===== config.mk =====
export PLATFORM = sky130hd
export DESIGN_NAME = bp_table_sequencer
export DESIGN_NICKNAME = d
export VERILOG_FILES = /design/src/rtl/bp_table_sequencer.sv
export SDC_FILE = /design/constraint.sdc
export NUM_CORES = 1
export LEC_CHECK = 0
export ABC_AREA = 1
export BUFFER_PORTS_ARGS = -buffer_cell sky130_fd_sc_hd__buf_4
export CAP_MARGIN = 20
export CORE_MARGIN = 2
export CORE_UTILIZATION = 50
export CTS_CLUSTER_SIZE = 12
export DETAILED_ROUTE_END_ITERATION = 8
export HOLD_SLACK_MARGIN = 0.05
export PLACE_DENSITY = 0.73
export SETUP_SLACK_MARGIN = 0.4
export SLEW_MARGIN = 0
export SYNTH_ARGS = -nofsm -noshare
export SYNTH_HDL_FRONTEND = slang
export SYNTH_SLANG_ARGS = --single-unit

===== constraint.sdc =====
create_clock -name clk -period 2.1 [get_ports clk]
set_clock_uncertainty 0.2 [all_clocks]
set_input_delay 0.42 -clock clk [delete_from_list [all_inputs] [get_ports clk]]
set_output_delay 0.42 -clock clk [all_outputs]
set_load 0.02 [all_outputs]

===== src/rtl/bp_table_sequencer.sv =====
// Sequencer and sole write-port owner for the branch-predictor 2-bit counter table:
// init/flush sweeps plus a two-stage read-modify-write update pipeline with forwarding.
module bp_table_sequencer #(
  parameter int         INDEX_BITS = 8,
  parameter logic [1:0] INIT_VALUE = 2'b10
) (
  input  logic                  clk,
  input  logic                  reset,
  input  logic                  flush_req,
  input  logic                  upd_valid,
  input  logic [INDEX_BITS-1:0] upd_index,
  input  logic                  upd_taken,
  output logic                  upd_ready,
  output logic [INDEX_BITS-1:0] tbl_raddr,
  input  logic [1:0]            tbl_rdata,
  output logic                  tbl_we,
  output logic [INDEX_BITS-1:0] tbl_waddr,
  output logic [1:0]            tbl_wdata,
  output logic                  busy
);

  localparam logic [1:0] S_INIT       = 2'd0;
  localparam logic [1:0] S_RUN        = 2'd1;
  localparam logic [1:0] S_FLUSH_WAIT = 2'd2;
  localparam logic [1:0] S_FLUSH      = 2'd3;

  logic [1:0]            r_state;
  logic [INDEX_BITS-1:0] r_cnt;
  logic                  r_b_valid;
  logic [INDEX_BITS-1:0] r_b_index;
  logic                  r_b_taken;
  logic                  r_fwd_valid;
  logic [INDEX_BITS-1:0] r_fwd_index;
  logic [1:0]            r_fwd_data;

  logic                  w_sweep;
  logic                  w_accept;
  logic [1:0]            w_operand;
  logic [1:0]            w_new;

  assign w_sweep  = (r_state == S_INIT) || (r_state == S_FLUSH);
  assign w_accept = !reset && (r_state == S_RUN) && upd_valid;

  assign upd_ready = !reset && (r_state == S_RUN);
  assign busy      = reset || (r_state != S_RUN);
  assign tbl_raddr = w_accept ? upd_index : '0;

  // The previous stage-B write has not yet landed in tbl_rdata, so it is bypassed here.
  always_comb begin
    w_operand = tbl_rdata;
    if (r_fwd_valid && (r_fwd_index == r_b_index)) w_operand = r_fwd_data;
    if (r_b_taken) w_new = (w_operand == 2'b11) ? 2'b11 : w_operand + 2'b01;
    else           w_new = (w_operand == 2'b00) ? 2'b00 : w_operand - 2'b01;
  end

  // Stage B can only be valid in RUN or FLUSH_WAIT, so it never competes with a sweep.
  always_comb begin
    tbl_we    = 1'b0;
    tbl_waddr = '0;
    tbl_wdata = '0;
    if (!reset) begin
      if (w_sweep) begin
        tbl_we    = 1'b1;
        tbl_waddr = r_cnt;
        tbl_wdata = INIT_VALUE;
      end else if (r_b_valid) begin
        tbl_we    = 1'b1;
        tbl_waddr = r_b_index;
        tbl_wdata = w_new;
      end
    end
  end

  always_ff @(posedge clk) begin
    if (reset) begin
      r_state     <= S_INIT;
      r_cnt       <= '0;
      r_b_valid   <= 1'b0;
      r_fwd_valid <= 1'b0;
    end else begin
      r_b_valid   <= w_accept;
      r_fwd_valid <= r_b_valid;
      if (r_b_valid) begin
        r_fwd_index <= r_b_index;
        r_fwd_data  <= w_new;
      end
      case (r_state)
        S_INIT, S_FLUSH: begin
          if (r_cnt == '1) begin
            r_state <= S_RUN;
            r_cnt   <= '0;
          end else begin
            r_cnt <= r_cnt + 1'b1;
          end
        end
        S_RUN:        if (flush_req) r_state <= S_FLUSH_WAIT;
        S_FLUSH_WAIT: r_state <= S_FLUSH;
        default:      r_state <= S_INIT;
      endcase
    end
  end

  always_ff @(posedge clk) begin
    if (w_accept) begin
      r_b_index <= upd_index;
      r_b_taken <= upd_taken;
    end
  end

endmodule


# Yosys cells after proc, flatten, opt, wreduce, memory -nomap -nowiden
# Cells that the tools add are included.
# totals
register_bits,31
in_bits,15
# op_classes
n_addsub,3
n_eq_ne,9
n_mux,18
bitwise_logic,1
reduce_logical,11
# op_table
cell,n
8-bit two-way mux,5
2-bit two-way mux,9
"8-bit by 1-bit adder with 8-bit output, second input constant",1
8-bit equality test,1
"8-bit equality test, second input constant",1
"2-bit equality test, second input constant",3
2-bit one-hot mux with 3 select lines,1
2-bit logical NOT,2
"2-bit != test, second input constant",2
2-bit AND reduction,2
1-bit logical AND,3
1-bit two-way mux,3
"2-bit by 1-bit adder with 2-bit output, second input constant",1
"2-bit by 1-bit equality test with 1-bit output, second input constant",1
1-bit logical OR,2
"2-bit by 1-bit != test with 1-bit output, second input constant",1
2-bit OR reduction,1
"2-bit by 1-bit subtractor with 2-bit output, second input constant",1
1-bit logical NOT,1
1-bit NOT,1

# Depth between registers and ports, before layout
# Gate-level depths: netlist (run 1).
# logic_depth
ltp_word,9
mapped_depth,13
mapped_depth_nobuf,13

# Worst setup path after synthesis (run 1)
# No wires, ideal clock.
# synth_timing
path_kind,reg2out
start,register r_state[1]
end,output tbl_waddr[1]
t_arrival_ps,1555
t_required_ps,1480
setup_slack_ps,-75
stages_incl_launch_ff,6
n_path_buf,1
path_cell_list,dfxtp_1 -> inv_1 -> ha_1 -> buf_4 -> nand2_1 -> a221oi_1
# synth_between
elab_chain_len,4
# synth_rtl
element,line_no,text
start: declaration,27,logic [1:0] r_state;
start signal: assignment,76,r_state <= S_INIT;
start signal: assignment,90,r_state <= S_RUN;
start signal: assignment,96,S_RUN: if (flush_req) r_state <= S_FLUSH_WAIT;
2-bit equality test / 2-bit logical NOT (equally long branches),41,assign w_sweep = (r_state == S_INIT) || (r_state == S_FLUSH);
1-bit logical OR (*),41,
via w_sweep,36,logic w_sweep;
8-bit two-way mux (*),62,if (w_sweep) begin
8-bit two-way mux (*),61,if (!reset) begin
end: declaration,17,"output logic [INDEX_BITS-1:0] tbl_waddr,"
# The timed path passes the listed nets; every way through them passes the cells marked *.

# Worst setup path after layout (run 1)
# layout_timing
start,register r_b_index[6]
end,output tbl_wdata[0]
# layout_between
elab_chain_len,9
# layout_rtl
element,line_no,text
start: declaration,30,logic [INDEX_BITS-1:0] r_b_index;
start signal: assignment,105,r_b_index <= upd_index;
8-bit equality test (*),51,if (r_fwd_valid && (r_fwd_index == r_b_index)) w_operand = r_fwd_data;
1-bit logical AND (*),51,
2-bit two-way mux (*),51,
"2-bit by 1-bit subtractor with 2-bit output, or another cell as far along",53,else w_new = (w_operand == 2'b00) ? 2'b00 : w_operand - 2'b01;
2-bit two-way mux (on tied branches),"53, 52",
2-bit two-way mux (*),52,if (r_b_taken) w_new = (w_operand == 2'b11) ? 2'b11 : w_operand + 2'b01;
2-bit two-way mux (*),66,end else if (r_b_valid) begin
2-bit two-way mux (*),62,
2-bit two-way mux (*),61,
end: declaration,18,"output logic [1:0] tbl_wdata,"
# Every way passes the cells marked *; elsewhere a longest branch is shown, timed or not.

==> results of run 1 <==
-- timing repair --
item,in CTS,in global routing
buffers inserted,16,11
hold endpoints to repair,0,1
cloned,2,0
endpoints found under the setup margin,35,40
pin swaps,18,25
hold buffers,0,1
gates resized for setup,41,40
-- kinds of logic (layout without fill, tap and decap cells) --
family          after synthesis  count (layout)  share of synthesized area, %
simple gates                 80              81                          22.7
buf+inv                      46             121                          11.5
xor+xnor                      5               5                          2.79
compound gates               28              28                          9.87
flops                        31              31                          51.6
fa+ha+maj                     2               2                          1.59
-- sequential cells by signal, indices dropped and copies added (netlist names) --
name and cells:
r_fwd_valid 1, r_cnt 8, r_state 2, r_b_index 8
r_b_taken 1, r_b_valid 1, r_fwd_index 8, r_fwd_data 2
-- placed cells by master (no fill, tap or decap), types with 2 or more instances in the layout --
master	count
sky130_fd_sc_hd__a211oi_2	3
sky130_fd_sc_hd__a21oi_1	7
sky130_fd_sc_hd__a21oi_2	5
sky130_fd_sc_hd__a221oi_4	2
sky130_fd_sc_hd__buf_4	33
sky130_fd_sc_hd__buf_6	33
sky130_fd_sc_hd__clkbuf_4	5
sky130_fd_sc_hd__clkinvlp_4	6
sky130_fd_sc_hd__dfxtp_1	8
sky130_fd_sc_hd__dfxtp_2	4
sky130_fd_sc_hd__edfxtp_1	19
sky130_fd_sc_hd__inv_1	30
sky130_fd_sc_hd__inv_2	9
sky130_fd_sc_hd__nand2_1	31
sky130_fd_sc_hd__nand2_2	7
sky130_fd_sc_hd__nand2_4	4
sky130_fd_sc_hd__nand2_8	2
sky130_fd_sc_hd__nand3_1	5
sky130_fd_sc_hd__nand3_2	4
sky130_fd_sc_hd__nand4_1	3
sky130_fd_sc_hd__nor2_1	6
sky130_fd_sc_hd__nor2_2	2
sky130_fd_sc_hd__nor2_4	14
sky130_fd_sc_hd__o21ai_0	3
sky130_fd_sc_hd__o21ai_2	6
sky130_fd_sc_hd__xor2_1	3
-- per-layer routing --
layer  wire [um]  share of wire (%)  up-vias  global-route usage (%)
li1            -                  -      768                       -
met1        1900                 39      749                    29.3
met2        2640                 55       53                    46.4
met3         164                3.4       12                    5.41
met4         131                2.7        0                    7.62
met5           0                  0        -                       0
-- stage by stage --
step	power (mW)	instances	area, sq um	hold WS, ps	setup TNS (ps)
after global placement	1.78	274	2120	253	0
after CTS	2.58	300	2460	56.5	-1950
after global routing	3.08	312	2690	38.8	-3760
after floorplan	1.50	192	1790	246	0
final	2.95	312	2690	66.7	-2430
after detailed placement	1.80	274	2120	265	-74.2
-- worst paths after layout --
check | cells past startpoint | slack [ps] | end | start
min reg2reg | 0 | 300 | r_fwd_index[0]$_DFFE_PP_ | r_b_index[0]$_DFFE_PP_
min | 1 | 70 | r_b_index[0]$_DFFE_PP_ | upd_index[0]
max reg2reg | 10 | 80 | r_cnt[3]$_SDFFE_PP0N_ | r_state[1]$_SDFFE_PP0P_
max | 13 | -440 | tbl_wdata[0] | r_b_index[6]$_DFFE_PP_
-- synthesized netlist by cell type --
cell,count
sky130_fd_sc_hd__inv_1,41
sky130_fd_sc_hd__nor2_2,2
sky130_fd_sc_hd__inv_2,2
sky130_fd_sc_hd__nor2_1,19
sky130_fd_sc_hd__buf_4,2
sky130_fd_sc_hd__edfxtp_1,19
sky130_fd_sc_hd__nand2_1,39
sky130_fd_sc_hd__ha_1,2
sky130_fd_sc_hd__a211oi_1,3
sky130_fd_sc_hd__nand2_2,4
sky130_fd_sc_hd__clkbuf_1,1
sky130_fd_sc_hd__nand3_2,2
sky130_fd_sc_hd__a221oi_1,2
sky130_fd_sc_hd__xor2_1,3
sky130_fd_sc_hd__nand4_1,3
sky130_fd_sc_hd__a21oi_1,12
sky130_fd_sc_hd__dfxtp_1,12
sky130_fd_sc_hd__nand3_1,8
sky130_fd_sc_hd__nor3_1,1
sky130_fd_sc_hd__o21ai_0,11
sky130_fd_sc_hd__xnor2_1,2
sky130_fd_sc_hd__or2_1,1
sky130_fd_sc_hd__nor2_4,1
-- power by group --
group | internal, mW | switching [mW]
Sequential | 0.712 | 0.0512
Clock | 0.128 | 0.218
Combinational | 0.943 | 0.899
-- critical path: stages (launching register included) --
cell and delay (ps):
sky130_fd_sc_hd__edfxtp_1 430, sky130_fd_sc_hd__inv_1 70, sky130_fd_sc_hd__nand2_1 60, sky130_fd_sc_hd__nand2_1 140, sky130_fd_sc_hd__nand3_4 90, sky130_fd_sc_hd__nor2_4 170, sky130_fd_sc_hd__nand2_4 100, sky130_fd_sc_hd__nand2_4 90
sky130_fd_sc_hd__nand2_2 60, sky130_fd_sc_hd__nand2_1 60, sky130_fd_sc_hd__nand2_1 60, sky130_fd_sc_hd__nand2_2 90, sky130_fd_sc_hd__nor2_4 40, sky130_fd_sc_hd__buf_6 120
-- layout make-up --
class / instances / area (sq um) / share of cell area [%]
clock buffer: 5 / 37.5 / 1.40
clock inverter: 3 / 20.0 / 0.745
inverter: 43 / 175 / 6.52
multi-input combinational: 116 / 911 / 33.9
sequential: 31 / 816 / 30.4
tap: 44 / 55.1 / 2.05
timing repair buffer: 69 / 664 / 24.7
timing repair inverter: 1 / 7.51 / 0.279
==> results.md, run 1 <==
- The flow ran to the end, but the final reports show violations.
- The checks that failed: setup timing.
- The average instance in the mapped netlist occupies slightly above 8 sq um.
- The number of iterations in the first detailed-routing pass is 4.
- The share of post-route cells with drive strength above 1 is a little under three fifths.
- The synthesized flop and latch total is 31.
- The root buffer selected by CTS is sky130_fd_sc_hd__clkbuf_4.
- Yosys attributes the largest share of cell area to sky130_fd_sc_hd__edfxtp_1 36%, sky130_fd_sc_hd__dfxtp_1 15%, sky130_fd_sc_hd__inv_1 9.8%.
- The power density normalized to cell area is about 1100 nW/um^2.
- The number of nets in the synthesized netlist is 209.
- Setup violations remaining at the end of the flow were counted as 11.
- The final-layout fill cell count is between 100 and 150.
- Derived from the worst setup path, the maximum achievable clock frequency is ~400 MHz.
- The number of antenna violations at the first check in global routing came to 0.
- The average routed wire per standard cell is ~15 um.
- After clock tree synthesis, the clock-pin slew on the worst setup and hold paths is around 100 ps.
- The number of instances in the synthesized netlist is ~190.
- After the last flow step, the layout net total stands at about 280.
- The diode insertion count for antenna repair is 0.
- The required time reported for the critical path endpoint is 1480 ps.
- The cell leakage power is 1.16 nW.
- The register area share after synthesis is between 50% and 60%.
- The clock period minus worst slack is around 2500 ps.
- The leftover overflow at the end of global routing is 0.
- Before CTS, the worst setup slack after placement is -51.0 ps.
- The total die area is between 3000 and 4000 sq um.
- The final wirelength is ~4.8 mm.
- Max-cap violations in this run came to 0.
- In this run the worst hold path is classified as input pin to flip-flop.
- In this run the deepest clock path goes through 2 buffers.
- The global-route usage over all layers is about a quarter.
- The post-synthesis cell type with the largest combined area is sky130_fd_sc_hd__edfxtp_1.
- Detailed routing inserted a total of 1582 vias.
- The number of nets still failing antenna checks after routing is 0.
- The count of port buffers added during placement is 35.
- The first routing iteration left 60 violations.
- The TritonCTS clock tree is yes.
- The growth of design area from synthesis to finish is 70.9%.
- The detail-routed via count per cell is between 5 and 6.
- The final hold violation count is 0.
- The via count of the first global-routing pass came to 1432.
- 36 I/O pins were placed.
- The wire length of the first global-routing pass is 6.57 mm.
- The distinct cell type count of the synthesized netlist is 23.
- The routability congestion estimate is between 0.7 and 0.8.
- For this run, the share of the core covered by cells in the final layout is around nine tenths.
- The post-synthesis cell area is around 1600 sq um.
- The worst setup slack after layout is -439 ps.
- Counting every sink on the clock net gives 31.
- The launching element type of the critical path is a flip-flop.
- Setup repair after global routing could not meet its margin everywhere.
- Headroom to the max-slew limit came out at slightly above 80%.
- After floorplanning, the core was sized to cover 3030 sq um.
- The area share of the largest cell type after synthesis is 36.3%.
- The post-route clock period utilization is 121%.
- The endpoint kind of the worst setup timing path is an output pin.
- For the worst-skew pair, the clock arrives at the later sink with an insertion delay of 330 ps.
- The slew at the pin closest to its max-slew limit is roughly 260 ps.
- The arrival time reported for the critical path endpoint is approximately 1900 ps.
- Row generation in the floorplan step produced 20 rows.
- Of all nets on the critical path, the largest fanout is 4.
- The maximum level of the CTS H-tree is 2.
- The critical path is of the flip-flop to output pin type.
- The yosys synthesis warning count is 0.
- The TritonCTS buffer count is 5.
- Measured along the x axis, the die boundary spans 60.1 um.
- The die is approximately 60 um tall.
- The count of final max-slew check failures is 0.
- IR analysis of the VDD net gives a maximum drop of roughly 0.77 mV.
- The DRC violation count after routing is 0.
- The starting density of the core is 51.9%.
- Entering global routing, the biggest net connects 12 pins.
- The wire-length estimate of the detail-placed layout is between 2 and 3 mm.
Power figures use the tool's default switching activity.
==> inputs of run 2 (changes only) <==
--- a/config.mk
+++ b/config.mk
@@ -14,7 +14,6 @@
 export DETAILED_ROUTE_END_ITERATION = 8
 export HOLD_SLACK_MARGIN = 0.05
 export PLACE_DENSITY = 0.73
-export SETUP_SLACK_MARGIN = 0.4
 export SLEW_MARGIN = 0
 export SYNTH_ARGS = -nofsm -noshare
 export SYNTH_HDL_FRONTEND = slang
==> results.md, run 2 (synthesis results as in run 1) <==
- The count of port buffers added during placement is 35 (unchanged).
- The number of antenna violations at the first check in global routing is 0 (unchanged).
- The clock period minus worst slack came to 2480 ps (-61.9 ps).
- The diode insertion count for antenna repair is 0 (unchanged).
- The count of final max-slew check failures came to 0 (unchanged).
- The total power came to 2.40 mW (-19%).
- In the layout the commonest cells are 45 x sky130_fd_sc_hd__buf_4, 35 x sky130_fd_sc_hd__inv_1, 32 x sky130_fd_sc_hd__nand2_1, 19 x sky130_fd_sc_hd__edfxtp_1, 13 x sky130_fd_sc_hd__buf_6.
- The TritonCTS buffer count is 5 (unchanged).
- The type of the worst min-delay path is input pin to flip-flop.
- The number of iterations in the first detailed-routing pass is 4 (unchanged).
- The pin count of the biggest net entering global routing is 11 (-1).
- The width of the die is 60.1 um (unchanged).
- The final hold violation count is 0 (unchanged).
- The slew at the pin closest to its max-slew limit is 397 ps (+134 ps).
- The number of vias in the routed layout is 1505 (-4.9%).
- The leftover overflow at the end of global routing is 0 (unchanged).
- The post-route clock period utilization came to 118% (-2.9 points).
- The die span in y is 60.1 um (unchanged).
- The placed standard-cell area came to 1960 sq um (-7.6%).
- The post-DP HPWL is 2.53 mm (-10%).
- The final-layout fill cell count is 188 (+31%).
- The number of rows created at floorplan was 20 (unchanged).
- Setup repair after global routing could not meet its margin everywhere.
- The net count of the finished layout was 279 (-1.8%).
- The DRC violation count after routing is 0 (unchanged).
- The detail-routed via count per cell is 4.90 (-3.3%).
- The class of the most critical setup path is flip-flop to output pin.
- The power density normalized to cell area is 997 nW/um^2 (-9.2%).
- The biggest fanout along the worst timing path was 4 (unchanged).
- The cell area after layout is 2400 sq um (-10%).
- The endpoint kind of the worst setup timing path is an output pin.
- The clock transition time at the flip-flop clock pins of the worst setup and hold paths is 100 ps (about the same).
- The run finished, with violations left.
- The maximum level of the CTS H-tree is 2 (unchanged).
- The placeable core region came to 3030 sq um (unchanged).
- The launching element type of the critical path is a flip-flop.
- The via count of the first global-routing pass is 1352 (-5.6%).
- The number of nets still failing antenna checks after routing is 0 (unchanged).
- The starting density of the core was 51.9% (unchanged).
- The clock sink count is 31 (unchanged).
- The total die area is 3610 sq um (unchanged).
- The required time reported for the critical path endpoint is 1480 ps (about the same).
- The I/O pin total is 36 (unchanged).
- The peak ir drop on the vdd network is 0.676 mV (-12%).
- The number of design-rule violations left by the first detailed-router iteration is 131 (+120%).
- The largest registers in the layout are r_b_index: 8 flops, r_cnt: 8 flops, r_fwd_index: 8 flops.
- The count of non-filler cells in the finished layout is 307 (-1.6%).
- The growth of design area from synthesis to finish is 53.0%.
- The tightest hold margin is 73.7 ps (+6.99 ps).
- The multi-input gate area in the final layout came to 737 sq um (-19%).
- The arrival time reported for the critical path endpoint is 1860 ps (-60 ps).
- The storage element area is 813 sq um (-0.31%).
- The number of cells after detailed placement is 279 (+1.8%).
- The routability congestion estimate is 0.798 (+0.91%).
- The final wirelength came to 3.89 mm (-20%).
- The wire length of the first global-routing pass is 5.80 mm (-12%).
- TritonCTS built the clock tree.
- The tree is rooted in a sky130_fd_sc_hd__clkbuf_4.
- The average routed wire per standard cell is 12.7 um (-18%).
- The share of post-route cells with drive strength above 1 is 44.1% (-11 points).
- The insertion delay of the later-clocked pin in the worst-skew pair is 330 ps (about the same).
- Leaving out fill and tap cells, the most frequent cell in the layout is sky130_fd_sc_hd__buf_4.
- The final reports fail on setup timing.
- The final number of setup-violating endpoints came to 11 (unchanged).
- The global-route usage over all layers is 22.0% (-3.4 points).
- The worst slew slack as a fraction of its limit is 73.2% (-9.2 points).
- The timing-limited maximum frequency is 404 MHz (+2.5%).
- The cell leakage power is 1.09 nW (-6.3%).
- The maximum clock path buffer count is 2 (unchanged).
- The max capacitance violation total is 0 (unchanged).
- The worst setup slack after layout is -377 ps (+61.9 ps).
## run 2: cell types whose count changed in the layout (fill, tap and decap cells not counted), sizes merged
cell         delta
nand2           -1
clkbuf          +2
clkinvlp        -6
inv             +3
dlygate4sd3     +6
buf             -9
## run 2: final cells by class
type                       instances  share of cell area (%)
clock buffer                       7                    2.29
clock inverter                     1                   0.156
inverter                          43                    6.92
multi-input combinational        115                    30.6
sequential                        31                    33.8
tap                               44                    2.29
timing repair buffer              66                    23.9
## run 2: report_power, final
part | internal (mW) | total, mW | switching, mW
clock | 0.160 | 0.366 | 0.205
combinational | 0.607 | 1.28 | 0.672
sequential | 0.708 | 0.754 | 0.0460
total | 1.48 | 2.40 | 0.923
## run 2: stage by stage
step / setup TNS [ps] / utilization (%) / worst slack (ps)
after floorplan: -757 / - / -74.9
after CTS: -1920 / 71.9 / -364
after detailed placement: -149 / 64.6 / -49.2
after global placement: 0 / 64.6 / 20.1
final: -1850 / 79.4 / -377
after global routing: -3210 / 79.4 / -488
## run 2: worst paths after layout
path                                 from                      end  slack [ps]  cells past startpoint
hold / removal               upd_index[2]   r_b_index[2]$_DFFE_PP_          70                      1
setup / recovery   r_b_index[7]$_DFFE_PP_             tbl_wdata[1]        -380                     13
hold reg to reg   r_state[0]$_SDFFE_PP0P_  r_state[0]$_SDFFE_PP0P_         300                      2
setup reg to reg   r_b_index[7]$_DFFE_PP_  r_fwd_data[0]$_DFFE_PP_         180                     14
## run 2: critical path: stages (launching register included)
cell,delay [ps]
sky130_fd_sc_hd__edfxtp_1,430
sky130_fd_sc_hd__inv_2,50
sky130_fd_sc_hd__nand2_1,50
sky130_fd_sc_hd__nand2_1,50
sky130_fd_sc_hd__inv_1,60
sky130_fd_sc_hd__nand3_2,90
sky130_fd_sc_hd__nor2_4,150
sky130_fd_sc_hd__nand2_2,100
sky130_fd_sc_hd__nand2_2,120
sky130_fd_sc_hd__nand2_2,80
sky130_fd_sc_hd__nand2_2,60
sky130_fd_sc_hd__nand3_1,70
sky130_fd_sc_hd__nand2_1,100
sky130_fd_sc_hd__buf_6,120
## run 2: layer usage
metal | track usage [%] | part of all wire (%)
met5 | 0 | 0
met4 | 8.25 | 0.93
met2 | 35.4 | 53
met3 | 6.93 | 5.1
met1 | 27.7 | 41
## run 2: what timing repair did
item                                    in CTS  in global routing
resized for setup                           30                 38
buffers inserted                             5                  9
endpoints found under the setup margin      19                 19
hold endpoints to repair                     3                  4
pin swaps                                    5                 14
hold buffers                                 3                  4
==> inputs of run 3 (changes only) <==
--- a/config.mk
+++ b/config.mk
@@ -9,11 +9,11 @@
 export BUFFER_PORTS_ARGS = -buffer_cell sky130_fd_sc_hd__buf_4
 export CAP_MARGIN = 20
 export CORE_MARGIN = 2
-export CORE_UTILIZATION = 50
+export CORE_UTILIZATION = 35
 export CTS_CLUSTER_SIZE = 12
 export DETAILED_ROUTE_END_ITERATION = 8
 export HOLD_SLACK_MARGIN = 0.05
-export PLACE_DENSITY = 0.73
+export PLACE_DENSITY = 0.56
 export SLEW_MARGIN = 0
 export SYNTH_ARGS = -nofsm -noshare
 export SYNTH_HDL_FRONTEND = slang
==> results.md, run 3 (synthesis results as in run 1) <==
- Among all stages on the critical path, the largest delay is contributed by sky130_fd_sc_hd__edfxtp_1.
- The cell area after layout is 2310 sq um (-3.9%).
- The total power is 2.48 mW (+3.3%).
- The net count of the finished layout is 269 (-3.6%).
- The final hold violation count was 0 (unchanged).
- The die span in y is 71.0 um (+18%).
- The wire length of the first global-routing pass was 6.02 mm (+3.9%).
- The net switching power of the design was 0.927 mW (+0.47%).
- The worst setup slack after layout is -322 ps (+55.3 ps).
- The leftover overflow at the end of global routing is 0 (unchanged).
- The maximum clock path buffer count was 2 (unchanged).
- The critical path goes through a21oi_2 -> nand3_2 -> nor2_4 -> nand3_2 -> nand2_2 -> nand2_1 -> nand2_1 -> nand2_2 -> nor2_2 -> buf_6.
- The maximum level of the CTS H-tree came to 2 (unchanged).
- The timing-limited maximum frequency is 413 MHz (+2.3%).
- The detail-routed via count per cell is 4.60 (-6.2%).
- The TritonCTS buffer count was 5 (unchanged).
- The peak ir drop on the vdd network came to 0.594 mV (-12%).
- The required time reported for the critical path endpoint is 1480 ps (about the same).
- The clock period minus worst slack is 2420 ps (-55.3 ps).
- The number of iterations in the first detailed-routing pass came to 5 (+1).
- The largest stage delay on the critical path is 440 ps (about the same).
- The cell leakage power came to 1.06 nW (-2.8%).
- The number of rows created at floorplan was 24 (+20%).
- The width of the die was 71.0 um (+18%).
- The pin count of the biggest net entering global routing is 11 (unchanged).
- The clock transition time at the flip-flop clock pins of the worst setup and hold paths is 70 ps (-30 ps).
- The run finished, with violations left.
- The placed standard-cell area is 1970 sq um (+0.51%).
- The class of the most critical setup path is flip-flop to output pin.
- The arrival time reported for the critical path endpoint is 1800 ps (-60 ps).
- The biggest fanout along the worst timing path was 3 (-1).
- The post-route clock period utilization is 115% (-2.6 points).
- The growth of design area from synthesis to finish is 47.1%.
- The number of buffers and inverters on the critical path is 1 (-2).
- The root buffer selected by CTS is sky130_fd_sc_hd__clkbuf_8.
- The worst-case reg-to-reg path depth is 11 (-3).
- The multi-input gate area in the final layout is 721 sq um (-2.2%).
- The DRC violation count after routing came to 0 (unchanged).
- The count of final max-slew check failures came to 0 (unchanged).
- The power density normalized to cell area is 1070 nW/um^2 (+7.5%).
- The critical path depth is 10 (-3).
- In the layout the commonest cells are 45 x sky130_fd_sc_hd__buf_4, 33 x sky130_fd_sc_hd__nand2_1, 33 x sky130_fd_sc_hd__inv_1, 19 x sky130_fd_sc_hd__edfxtp_1, 17 x sky130_fd_sc_hd__nor2_1.
- The routability congestion estimate came to 0.846 (+6.1%).
- The final wirelength is 3.55 mm (-8.8%).
- The worst slew slack as a fraction of its limit came to 75.0% (+1.8 points).
- The family with the most delay on the worst path is simple AND/OR/NAND/NOR gates.
- The checks that failed: setup timing.
- The number of vias in the routed layout came to 1402 (-6.8%).
- The number of nets still failing antenna checks after routing is 0 (unchanged).
- The design internal power came to 1.55 mW (+5.1%).
- The clock group share of total power is 18.2% (+2.9 points).
- The post-DP HPWL was 2.64 mm (+4.4%).
- The insertion delay of the later-clocked pin in the worst-skew pair is 280 ps (-50 ps).
- The share of post-route cells with drive strength above 1 was 43.1% (-1.0 points).
- The worst setup path is launched from a flip-flop.
- The number of buffers inserted for hold repair after clock tree synthesis is 0 (-3).
- The switching share of power is 37.4% (-1.1 points).
- The average routed wire per standard cell is 11.6 um (-8.2%).
- The share of total power in combinational logic is 51.3% (-2.0 points).
- The clock sink count is 31 (unchanged).
- The global-route usage over all layers was 15.5% (-6.5 points).
- The final-layout fill cell count came to 419 (+120%).
- The sequential fraction of design power is 30.4% (-1.1 points).
- The max capacitance violation total is 0 (unchanged).
- The final design utilization is 53.1% (-26 points).
- In the final layout, the registers with the most flip-flops are r_b_index: 8 flops, r_cnt: 8 flops, r_fwd_index: 8 flops.
- The commonest non-fill, non-tap cell in the layout is sky130_fd_sc_hd__buf_4.
- The TritonCTS clock tree is yes.
- The slew at the pin closest to its max-slew limit was 371 ps (-26.0 ps).
- The I/O pin total is 36 (unchanged).
- The via count of the first global-routing pass is 1349 (-0.22%).
- The storage element area is 813 sq um (unchanged).
- The final number of setup-violating endpoints is 9 (-2).
- The worst setup path is captured at an output pin.
- The number of design-rule violations left by the first detailed-router iteration was 71 (-46%).
- The worst hold path belongs to the class input pin to flip-flop.
- The total die area is 5040 sq um (+40%).
- The count of port buffers added during placement is 35 (unchanged).
- The placeable core region was 4350 sq um (+44%).
- The number of antenna violations at the first check in global routing is 0 (unchanged).
- The hold-critical path depth is 1 (unchanged).
- The starting density of the core is 36.1% (-16 points).
- Setup repair after global routing could not meet its margin everywhere.
- The diode insertion count for antenna repair is 0 (unchanged).
[run 3: path summary, 6_finish.rpt]
path / from / to / slack [ps]
min: upd_taken / r_b_taken$_DFFE_PP_ / 110
min reg2reg: r_b_index[0]$_DFFE_PP_ / r_fwd_index[0]$_DFFE_PP_ / 290
max reg2reg: r_b_index[7]$_DFFE_PP_ / r_fwd_data[0]$_DFFE_PP_ / 230
max: r_b_index[7]$_DFFE_PP_ / tbl_wdata[0] / -320
[run 3: through the flow]
stage | std cells | setup WS, ps | hold slack (ps) | TNS, ps
6_report | 305 | -322 | 109 | -1120
3_5_place_dp | 287 | -66.7 | 257 | -246
4_1_cts | 301 | -272 | 100 | -1170
5_1_grt | 305 | -439 | 104 | -1770
2_1_floorplan | 192 | -74.9 | 226 | -757
3_3_place_gp | 287 | -11.4 | 247 | -32.0
[run 3: what timing repair did]
action / CTS / global route
cloned: 0 / 0
resized for setup: 36 / 23
endpoints found under the setup margin: 19 / 19
pin swaps: 6 / 11
setup buffers: 6 / 5
[run 3: final cells by class]
class / count / area share, %
repair buffers: 56 / 20.0
flip-flops and latches: 31 / 35.2
clock buffers: 6 / 3.14
multi-input cells: 115 / 31.2
well taps: 52 / 2.81
inverters: 43 / 7.20
clock inverters: 2 / 0.541
[run 3: power by group through the flow]
stage | Combinational [mW] | Clock [mW] | Sequential [mW]
final | 1.27 | 0.451 | 0.754
after global routing | 1.38 | 0.487 | 0.761
after CTS | 1.19 | 0.464 | 0.751
after detailed placement | 0.861 | 0 | 0.756
after global placement | 0.870 | 0 | 0.754
after floorplan | 0.508 | 0 | 0.746
[run 3: metal layers]
metal	vias to the layer above	wire, um	global-route usage (%)	share of wire, %
li1	728	-	-	-
met4	0	126	10.7	3.6
met1	618	1590	19.5	45
met3	9	189	3.13	5.3
met2	47	1640	23.8	46
met5	-	0	0	0
[run 3: worst reg2reg max path, delay by kind of cell, from the launching register on]
kind	cells	cell delay, ps
AO/OA/AOI/OAI	1	180
buffers and inverters	2	130
flip-flops	1	440
AND/OR/NAND/NOR	8	690
